File: src/rtl/pl_trace_pkg.sv
// Shared types and record layout for the pipeline trace buffer.
// Record layout, MSB to LSB: {cycle, pc, instr, rd, wdata}.
package pl_trace_pkg;

    typedef enum logic [1:0] {
        IDLE    = 2'd0,
        CAPTURE = 2'd1,
        POSTCAP = 2'd2,
        DONE    = 2'd3
    } state_e;

    localparam logic MODE_STOP = 1'b0;
    localparam logic MODE_WRAP = 1'b1;

    localparam int INSTR_W   = 32;
    localparam int RD_W      = 5;
    localparam int WDATA_LSB = 0;

    function automatic int rd_lsb(input int xlen);
        return xlen;
    endfunction

    function automatic int instr_lsb(input int xlen);
        return xlen + RD_W;
    endfunction

    function automatic int pc_lsb(input int xlen);
        return xlen + RD_W + INSTR_W;
    endfunction

    function automatic int cyc_lsb(input int xlen, input int aw);
        return pc_lsb(xlen) + aw;
    endfunction

    function automatic int rec_w(input int xlen, input int aw, input int cw);
        return cyc_lsb(xlen, aw) + cw;
    endfunction

endpackage

File: src/rtl/pl_trace_buffer_if.sv
// Readout port of the trace buffer: valid/ready stream of whole records.
interface pl_trace_buffer_if #(
    parameter int RW = 117
);
    logic          rd_valid_o;
    logic          rd_ready_i;
    logic [RW-1:0] rd_data_o;

    modport master (output rd_valid_o, output rd_data_o, input rd_ready_i);
    modport slave  (input rd_valid_o, input rd_data_o, output rd_ready_i);
endinterface

File: src/rtl/pl_trace_ram.sv
// Record storage: one synchronous write port, one asynchronous read port,
// no reset so it maps onto distributed RAM.
module pl_trace_ram #(
    parameter int DEPTH = 16,
    parameter int W     = 117
) (
    input  logic                     clk,
    input  logic                     we_i,
    input  logic [$clog2(DEPTH)-1:0] waddr_i,
    input  logic [W-1:0]             wdata_i,
    input  logic [$clog2(DEPTH)-1:0] raddr_i,
    output logic [W-1:0]             rdata_o
);
    logic [W-1:0] mem_q [DEPTH];

    always_ff @(posedge clk) begin
        if (we_i) mem_q[waddr_i] <= wdata_i;
    end

    assign rdata_o = mem_q[raddr_i];
endmodule

File: src/rtl/pl_trace_buffer.sv
// Writeback trace capture with arm/trigger/post-trigger control and oldest-first drain.
// Optional PC range filter enabled by defining PLTRACE_PCFILT_EN.
module pl_trace_buffer
    import pl_trace_pkg::*;
#(
    parameter int XLEN  = 32,
    parameter int AW    = 32,
    parameter int DEPTH = 16,
    parameter int CW    = 16,
    parameter int POST  = 8
) (
    input  logic                   clk,
    input  logic                   rstn,
    input  logic                   trig_arm_i,
    input  logic                   mode_i,
    input  logic [AW-1:0]          trig_pc_i,
    input  logic [AW-1:0]          pc_i,
    input  logic [31:0]            instr_i,
    input  logic                   rf_wr_i,
    input  logic [4:0]             rf_a3_i,
    input  logic [XLEN-1:0]        rf_wd_i,
`ifdef PLTRACE_PCFILT_EN
    input  logic [AW-1:0]          filt_lo_i,
    input  logic [AW-1:0]          filt_hi_i,
`endif
    pl_trace_buffer_if.master      rd,
    output logic [$clog2(DEPTH):0] count_o,
    output logic                   overflow_o,
    output logic                   triggered_o,
    output logic                   done_o
);
    localparam int PTR_W = $clog2(DEPTH);
    localparam int CNT_W = PTR_W + 1;
    localparam int PST_W = (POST > 0) ? $clog2(POST + 1) : 1;
    localparam int RW    = rec_w(XLEN, AW, CW);

    state_e           state_q;
    logic             mode_q;
    logic [PTR_W-1:0] wr_ptr_q, rd_ptr_q;
    logic [CNT_W-1:0] count_q;
    logic [CW-1:0]    cyc_q;
    logic [PST_W-1:0] post_q;
    logic             ovf_q, trig_q;

    logic          in_range, ev, capturing, full, wr_en, pop, pc_hit;
    logic [RW-1:0] wr_rec, rd_rec;

`ifdef PLTRACE_PCFILT_EN
    assign in_range = (pc_i >= filt_lo_i) && (pc_i <= filt_hi_i);
`else
    assign in_range = 1'b1;
`endif

    assign ev        = rf_wr_i && (rf_a3_i != 5'd0) && in_range;
    assign capturing = (state_q == CAPTURE) || (state_q == POSTCAP);
    assign full      = (count_q == CNT_W'(DEPTH));
    // When full in wrap mode the write lands on the oldest slot, which rd_ptr then skips.
    assign wr_en     = capturing && ev && !(full && (mode_q == MODE_STOP));
    assign pop       = (state_q == DONE) && (count_q != '0) && rd.rd_ready_i;
    assign pc_hit    = (state_q == CAPTURE) && (pc_i == trig_pc_i);
    assign wr_rec    = {cyc_q, pc_i, instr_i, rf_a3_i, rf_wd_i};

    pl_trace_ram #(
        .DEPTH (DEPTH),
        .W     (RW)
    ) u_ram (
        .clk     (clk),
        .we_i    (wr_en),
        .waddr_i (wr_ptr_q),
        .wdata_i (wr_rec),
        .raddr_i (rd_ptr_q),
        .rdata_o (rd_rec)
    );

    always_ff @(posedge clk) begin
        if (!rstn) begin
            state_q  <= IDLE;
            mode_q   <= MODE_STOP;
            wr_ptr_q <= '0;
            rd_ptr_q <= '0;
            count_q  <= '0;
            cyc_q    <= '0;
            post_q   <= '0;
            ovf_q    <= 1'b0;
            trig_q   <= 1'b0;
        end else begin
            cyc_q <= cyc_q + 1'b1;
            case (state_q)
                IDLE: begin
                    if (trig_arm_i) begin
                        state_q  <= CAPTURE;
                        mode_q   <= mode_i;
                        wr_ptr_q <= '0;
                        rd_ptr_q <= '0;
                        count_q  <= '0;
                        post_q   <= '0;
                        ovf_q    <= 1'b0;
                        trig_q   <= 1'b0;
                    end
                end
                CAPTURE, POSTCAP: begin
                    if (wr_en) wr_ptr_q <= wr_ptr_q + 1'b1;
                    if (ev) begin
                        if (!full) begin
                            count_q <= count_q + 1'b1;
                        end else begin
                            ovf_q <= 1'b1;
                            if (mode_q == MODE_WRAP) rd_ptr_q <= rd_ptr_q + 1'b1;
                        end
                    end
                    // The event on the trigger cycle is captured but not counted as post-trigger.
                    if (pc_hit) begin
                        trig_q <= 1'b1;
                        if (POST == 0) begin
                            state_q <= DONE;
                        end else begin
                            state_q <= POSTCAP;
                            post_q  <= PST_W'(POST);
                        end
                    end
                    if ((state_q == POSTCAP) && ev) begin
                        post_q <= post_q - 1'b1;
                        if (post_q == PST_W'(1)) state_q <= DONE;
                    end
                end
                DONE: begin
                    if (pop) begin
                        rd_ptr_q <= rd_ptr_q + 1'b1;
                        count_q  <= count_q - 1'b1;
                        if (count_q == CNT_W'(1)) state_q <= IDLE;
                    end
                end
                default: state_q <= IDLE;
            endcase
        end
    end

    assign rd.rd_valid_o = (state_q == DONE) && (count_q != '0);
    assign rd.rd_data_o  = (count_q == '0) ? '0 : rd_rec;
    assign count_o       = count_q;
    assign overflow_o    = ovf_q;
    assign triggered_o   = trig_q;
    assign done_o        = (state_q == DONE);
endmodule

File: src/flat_wrapper.sv
// flat-port wrapper written by rule: the top's interface ports become plain ports
module pl_trace_buffer_flat import pl_trace_pkg::*;
#(
    parameter int XLEN  = 32,
    parameter int AW    = 32,
    parameter int DEPTH = 16,
    parameter int CW    = 16,
    parameter int POST  = 8
)
  (clk, rstn, trig_arm_i, mode_i, trig_pc_i, pc_i, instr_i, rf_wr_i, rf_a3_i, rf_wd_i, count_o, overflow_o, triggered_o, done_o, rd_rd_valid_o, rd_rd_data_o, rd_rd_ready_i);
  pl_trace_buffer_if #(.RW((CW + AW + 37 + XLEN))) rd_i ();
  input  logic clk;
  input  logic rstn;
  input  logic trig_arm_i;
  input  logic mode_i;
  input  logic [AW-1:0] trig_pc_i;
  input  logic [AW-1:0] pc_i;
  input  logic [31:0] instr_i;
  input  logic rf_wr_i;
  input  logic [4:0] rf_a3_i;
  input  logic [XLEN-1:0] rf_wd_i;
  output logic [$clog2(DEPTH):0] count_o;
  output logic overflow_o;
  output logic triggered_o;
  output logic done_o;
  output wire logic [$bits(rd_i.rd_valid_o)-1:0] rd_rd_valid_o;
  output wire logic [$bits(rd_i.rd_data_o)-1:0] rd_rd_data_o;
  input wire logic [$bits(rd_i.rd_ready_i)-1:0] rd_rd_ready_i;
  assign rd_rd_valid_o = rd_i.rd_valid_o;
  assign rd_rd_data_o = rd_i.rd_data_o;
  assign rd_i.rd_ready_i = rd_rd_ready_i;
  pl_trace_buffer #(.XLEN(XLEN), .AW(AW), .DEPTH(DEPTH), .CW(CW), .POST(POST)) u_core (.clk(clk), .rstn(rstn), .trig_arm_i(trig_arm_i), .mode_i(mode_i), .trig_pc_i(trig_pc_i), .pc_i(pc_i), .instr_i(instr_i), .rf_wr_i(rf_wr_i), .rf_a3_i(rf_a3_i), .rf_wd_i(rf_wd_i), .rd(rd_i), .count_o(count_o), .overflow_o(overflow_o), .triggered_o(triggered_o), .done_o(done_o));
endmodule
File: config.mk
export PLATFORM = sky130hd
export DESIGN_NAME = pl_trace_buffer_flat
export DESIGN_NICKNAME = d
export VERILOG_FILES = /design/src/rtl/pl_trace_pkg.sv /design/src/rtl/pl_trace_buffer_if.sv /design/src/rtl/pl_trace_ram.sv /design/src/rtl/pl_trace_buffer.sv /design/src/flat_wrapper.sv
export SDC_FILE = /design/constraint.sdc
export NUM_CORES = 1
export LEC_CHECK = 0
export ABC_AREA = 1
export CAP_MARGIN = 20
export CORE_ASPECT_RATIO = 0.5
export CORE_MARGIN = 2
export CORE_UTILIZATION = 50
export CTS_BUF_LIST = sky130_fd_sc_hd__clkbuf_16
export DETAILED_ROUTE_END_ITERATION = 8
export MAX_ROUTING_LAYER = met4
export PLACE_DENSITY = 0.71
export SYNTH_ARGS = -nofsm -noshare
export SYNTH_HDL_FRONTEND = slang
export SYNTH_SLANG_ARGS = --single-unit
File: constraint.sdc
create_clock -name clk -period 12.6 [get_ports clk]
set_input_delay 2.52 -clock clk [delete_from_list [all_inputs] [get_ports clk]]
set_output_delay 2.52 -clock clk [all_outputs]
set_load 0.1 [all_outputs]
After elaboration in Yosys (flattened, before gate mapping) --
Memories as Yosys holds them, arrays and structs flattened. A register that Yosys moved wholly into a read port is not among the register bits. Index checks and enable logic that the tools add are counted.
Operators by class: equal/unequal tests 17, muxes and demuxes 34, reductions and logical operators 24, bitwise logic cells 1, $add $sub $neg 6
Operators with widths (count):
- $mux W117 | 1
- $mux W4 | 10
- $eq A32 B32 Y1 | 1
- $mux W5 | 4
- $add A16 B1 Y16 const B | 1
- $pmux W4 S2 | 2
- $pmux W5 S3 | 1
- $mux W2 | 6
- $ne A2 B1 Y1 const B | 6
- $pmux W4 S3 | 1
- $reduce_and A3 Y1 | 4
- $reduce_bool A5 Y1 | 2
- $add A4 B1 Y4 const B | 2
- $logic_and A1 B1 Y1 | 8
- $reduce_and A4 Y1 | 2
- $mux W1 | 6
- $ne A2 B2 Y1 const B | 3
- $pmux W2 S3 | 1
- $add A5 B1 Y5 const B | 1
- $eq A5 B1 Y1 const B | 1
- $eq A5 B5 Y1 const B | 1
- $logic_not A5 Y1 | 1
- $reduce_and A5 Y1 | 1
- $sub A5 B1 Y5 const B | 1
- 13 further kinds | 15
Storage, ports and cells: flip-flop bits (word level) 38, logic and storage cells 92, input port bits 139, bits in writable memories 1872, memories 1
Memories:
- u_core.u_ram.mem_q | depth 16, width 117, read ports 1, clocked after memory_dff 1, write ports 1, RTL line pl_trace_ram.sv:14 | logic [W-1:0] mem_q [DEPTH];

Longest topological paths before layout --
word-level depth 7, mapped depth 13, gate-level depth less buffers 13

Hierarchy --
Synthesis repeated with hierarchy kept, for this count alone.
Second synthesis, totals: cell total of the unflattened synthesis 8204, area, all modules 83317.4 µm²
Modules (own cells, without submodules):
- pl_trace_ram | cells each 7554, instances 1, area each 79701.4 µm²
- pl_trace_buffer | cells each 650, instances 1, area each 3616.0 µm²

Worst setup path before layout --
No wires, ideal clock.
kind input to register, from input port rf_a3_i[3], to memory u_core.u_ram.mem_q[0][0], enable pin, cell stages on the path 7, setup slack 4.015 ns, data arrival time 7.991 ns, setup time 0.594 ns, data required time 12.006 ns, path through nor2_1 > nand3b_1 > nand2_1 > or2_1 > inv_1 > nand2_1 > nor2_1
On the way: longest elaborated chain between the ends 6
RTL lines:
- start: declaration | RTL line flat_wrapper.sv:20 | input logic [4:0] rf_a3_i;
- $reduce_bool A5 Y1 | RTL line pl_trace_buffer.sv:54 | assign ev = rf_wr_i && (rf_a3_i != 5'd0) && in_range;
- $logic_and A1 B1 Y1 | RTL line pl_trace_buffer.sv:54
- $logic_and A1 B1 Y1 (2 in series) | RTL line pl_trace_buffer.sv:58 | assign wr_en = capturing && ev && !(full && (mode_q == MODE_STOP));
- $mux W1 | RTL line pl_trace_ram.sv:17 | if (we_i) mem_q[waddr_i] <= wdata_i;
- $mux W1 (implied by the code) | RTL line pl_trace_ram.sv:17
- end: declaration | RTL line pl_trace_ram.sv:14
No other way between the ends.

==> results.md <==
- Post-synthesis sequential area ratio: 0.757
- Async SR Flop Fraction: 0
- Final clock skew: 26.8 ps
- Rows: 100
- Die area: 0.154 mm²
- Crit path depth: 8
- Min Tclk post-route: 8640 ps
- Initial DRC count: ~6900
- DRC: 0
- Routed len/inst: 25.7 µm
- Achievable Freq: between 100 and 150 MHz
- CP Capture Type: output pin
- Slew Limit Fails: 0
- Post-CTS setup repair buffer count: 0
- Cell Pwr Density: ~170 mW/mm²
- Hold Crit Class: flip-flop to flip-flop
- Vias: 48511
- Via density per instance: roughly 6.3
- Hold_buf cts: 0
- CTS tree: done
- Worst-margin pin slew: 1440 ps
- Synth Register Bits: about 1900
- GR Util All Layers: 0.259
- Clock insertion delay at the later pin of the skew report: roughly 800 ps
- First-pass GRT wire length: slightly below 300000 µm
- Syn Area/Cell: roughly 14 µm²
- IO Count: 265
- Yosys cell types: 44
- Clock root cell: clkbuf_16
- Reg2Reg Depth: 9
- Clk sinks: ~1900
- Die height: between 200 and 300 µm
- Total Neg Setup Slack: 0 ps
- Starting Density: 0.505
- ANT nets after route: 0
- Worst Hold Depth: 2
- Num CTS Buffers: 166
- Crit path buf inv count: 4
- Unrepaired setup endpoints after global routing: false
- CP Class: flip-flop to output pin
- EDFF count, synth: between 1500 and 2000
- Leakage power: between 0.02 and 0.03 µW
- Syn nets: around 5600
- Mapped Cells: about 5500
- GPL Wtd Cong: ~0.8
- Number of fill cells in the layout: between 10000 and 15000
- Critical Path RT: approximately 10000 ps
- Most used cell, CP: buf_4
- Layout cells sized above 1: 0.0568
- DR pass1 iterations: 6
- Largest net degree at the start of global routing: about 300
- Crit Path Max Fanout: between 200 and 250
- Initial antenna violation count: 15
- Ys flop type: edfxtp_1
- Placeable Area: around 0.15 mm²
- Die width: roughly 550 µm
- Yosys top cell by area: edfxtp_1
- Final cell count without fillers: just under 8000
- Max VDD drop: between 100 and 150 µV
- Nets@finish: about 5700
- Final Cycle Share: 0.686
- Vias in the first global route: between 40000 and 50000
- Port bufs: 264
- CTS clk-pin slew, worst paths: approximately 60 ps
- Htree depth: 4
- Crit path max-delay family: buffers and inverters
- WP data arrival: slightly above 6000 ps
- Detailed Place HPWL: approximately 90000 µm
- Most common cell in the netlist: edfxtp_1
- Mapped Area: between 0.07 and 0.08 mm²
- Largest stage delay on the critical path: 1250 ps
- Final Util: 0.568
- P&R area growth vs syn: 12.5%
- Status: complete, no violations
- Startpoint Class: flip-flop
- GRT overflow: 0
- Final-report setup violation count: 0
- YS warnings: 0
- Dpl cells: 7391
- Clock Tree Buf Depth: 3
- Post_cts resized: 0
- Top cells by count, synth: edfxtp_1, nor2_1, o21ai_0, o221ai_1, buf_2
- Worst-path cell chain: buf_4 > buf_12 > buf_4 > o21ai_0 > o221ai_1 > nand3_1 > a21oi_1 > clkdlybuf4s50_1
- Hold Violations, Final: 0
- Max-Cap Viols: 0
- Post-Route WL: slightly below 200000 µm
- Worst rel slew slack: 0.0414
- Yosys top cell area share: 0.745
- CP max-delay cell: clkdlybuf4s50_1
- Area contributors post-synth: edfxtp_1, o21ai_0, nor2_1
## metrics by stage
stage,hold WS (ps),total power [µW],cell area (µm²),setup WS [ps]
final,475,14200,84800,3960
after global routing,499,14600,84800,3730
after CTS,478,14200,84700,3780
after detailed placement,458,9220,79300,4630
after global placement,446,9160,79300,4730
after floorplan,444,8640,75400,4010
## cells in the final DEF (no fill, tap or decap), drive strengths merged, types with 3 or more instances in the layout
| cell | count |
|---|---|
| nor3 | 7 |
| edfxtp | 1872 |
| xor2 | 4 |
| or2 | 3 |
| inv | 146 |
| nor2 | 1013 |
| a21oi | 149 |
| o221ai | 343 |
| clkdlybuf4s50 | 264 |
| clkbuf | 174 |
| ha | 18 |
| o22ai | 126 |
| bufinv | 16 |
| nand3 | 131 |
| dfxtp | 42 |
| clkinv | 56 |
| clkinvlp | 8 |
| nand4 | 8 |
| buf | 62 |
| nand3b | 3 |
| xnor2 | 18 |
| o211ai | 126 |
| diode | 12 |
| o21ai | 965 |
| nand2 | 140 |
## routing by layer
layer / vias to the layer above / global-route usage / wire length [µm]
met1: 24411 / 0.342 / 78400
met2: 2647 / 0.413 / 96400
met4: 0 / 0.0984 / 6050
li1: 21105 / - / -
met3: 348 / 0.0324 / 17000
met5: - / - / 0
## cell families (layout without fill, tap and decap cells)
family	Yosys count	count (layout)	synth area share
fa+ha+maj	18	18	0.00299
compound gates	1716	1716	0.137
other cells	0	12	0
buf+inv	502	726	0.0316
simple gates	1311	1311	0.0687
xor+xnor	22	22	0.00256
flops	1914	1914	0.757
## worst register-to-register path, cell delays in order (launching register included)
cell,delay (ps)
dfxtp_1,410
inv_1,110
ha_1,580
o21ai_1,170
or2_1,260
inv_1,110
nand2_1,230
nor2_4,730
buf_4,530
buf_4,790
## report_power, final
part	switching [µW]	internal [µW]	total [µW]
logic	1580	473	2060
clock network	2250	2830	5080
registers	30.1	7010	7040
total	3870	10300	14200
## final timing paths
check / startpoint / endpoint / slack, ps
setup / recovery: flip-flop / rd_rd_data_o[30] / 3960
hold / removal: u_core.mode_q / u_core.mode_q / 470
setup reg to reg: u_core.state_q[0] / u_core.u_ram.mem_q[0][34] / 8280
hold reg to reg: u_core.mode_q / u_core.mode_q / 470
## registers in the layout, summed over array words and instances, names as in the netlist, named ones only
signal	flops
u_core.wr_ptr_q	4
u_core.mode_q	1
u_core.u_ram.mem_q	1872
u_core.count_o	5
u_core.rd_ptr_q	4
u_core.post_q	4
u_core.state_q	2
u_core.overflow_o	1
u_core.cyc_q	16
u_core.triggered_o	1
## layout make-up
class                   instances  area (µm²)  share of cell area
clock inverters               128        1030              0.0122
diodes                         12        30.0            0.000354
flip-flops and latches       1914       57100               0.673
clock buffers                 174        4350              0.0513
well taps                    1989        2490              0.0293
repair buffers                326        3360              0.0396
inverters                      98         412             0.00485
multi-input cells            3067       16100               0.190
Power figures use the tool's default switching activity.
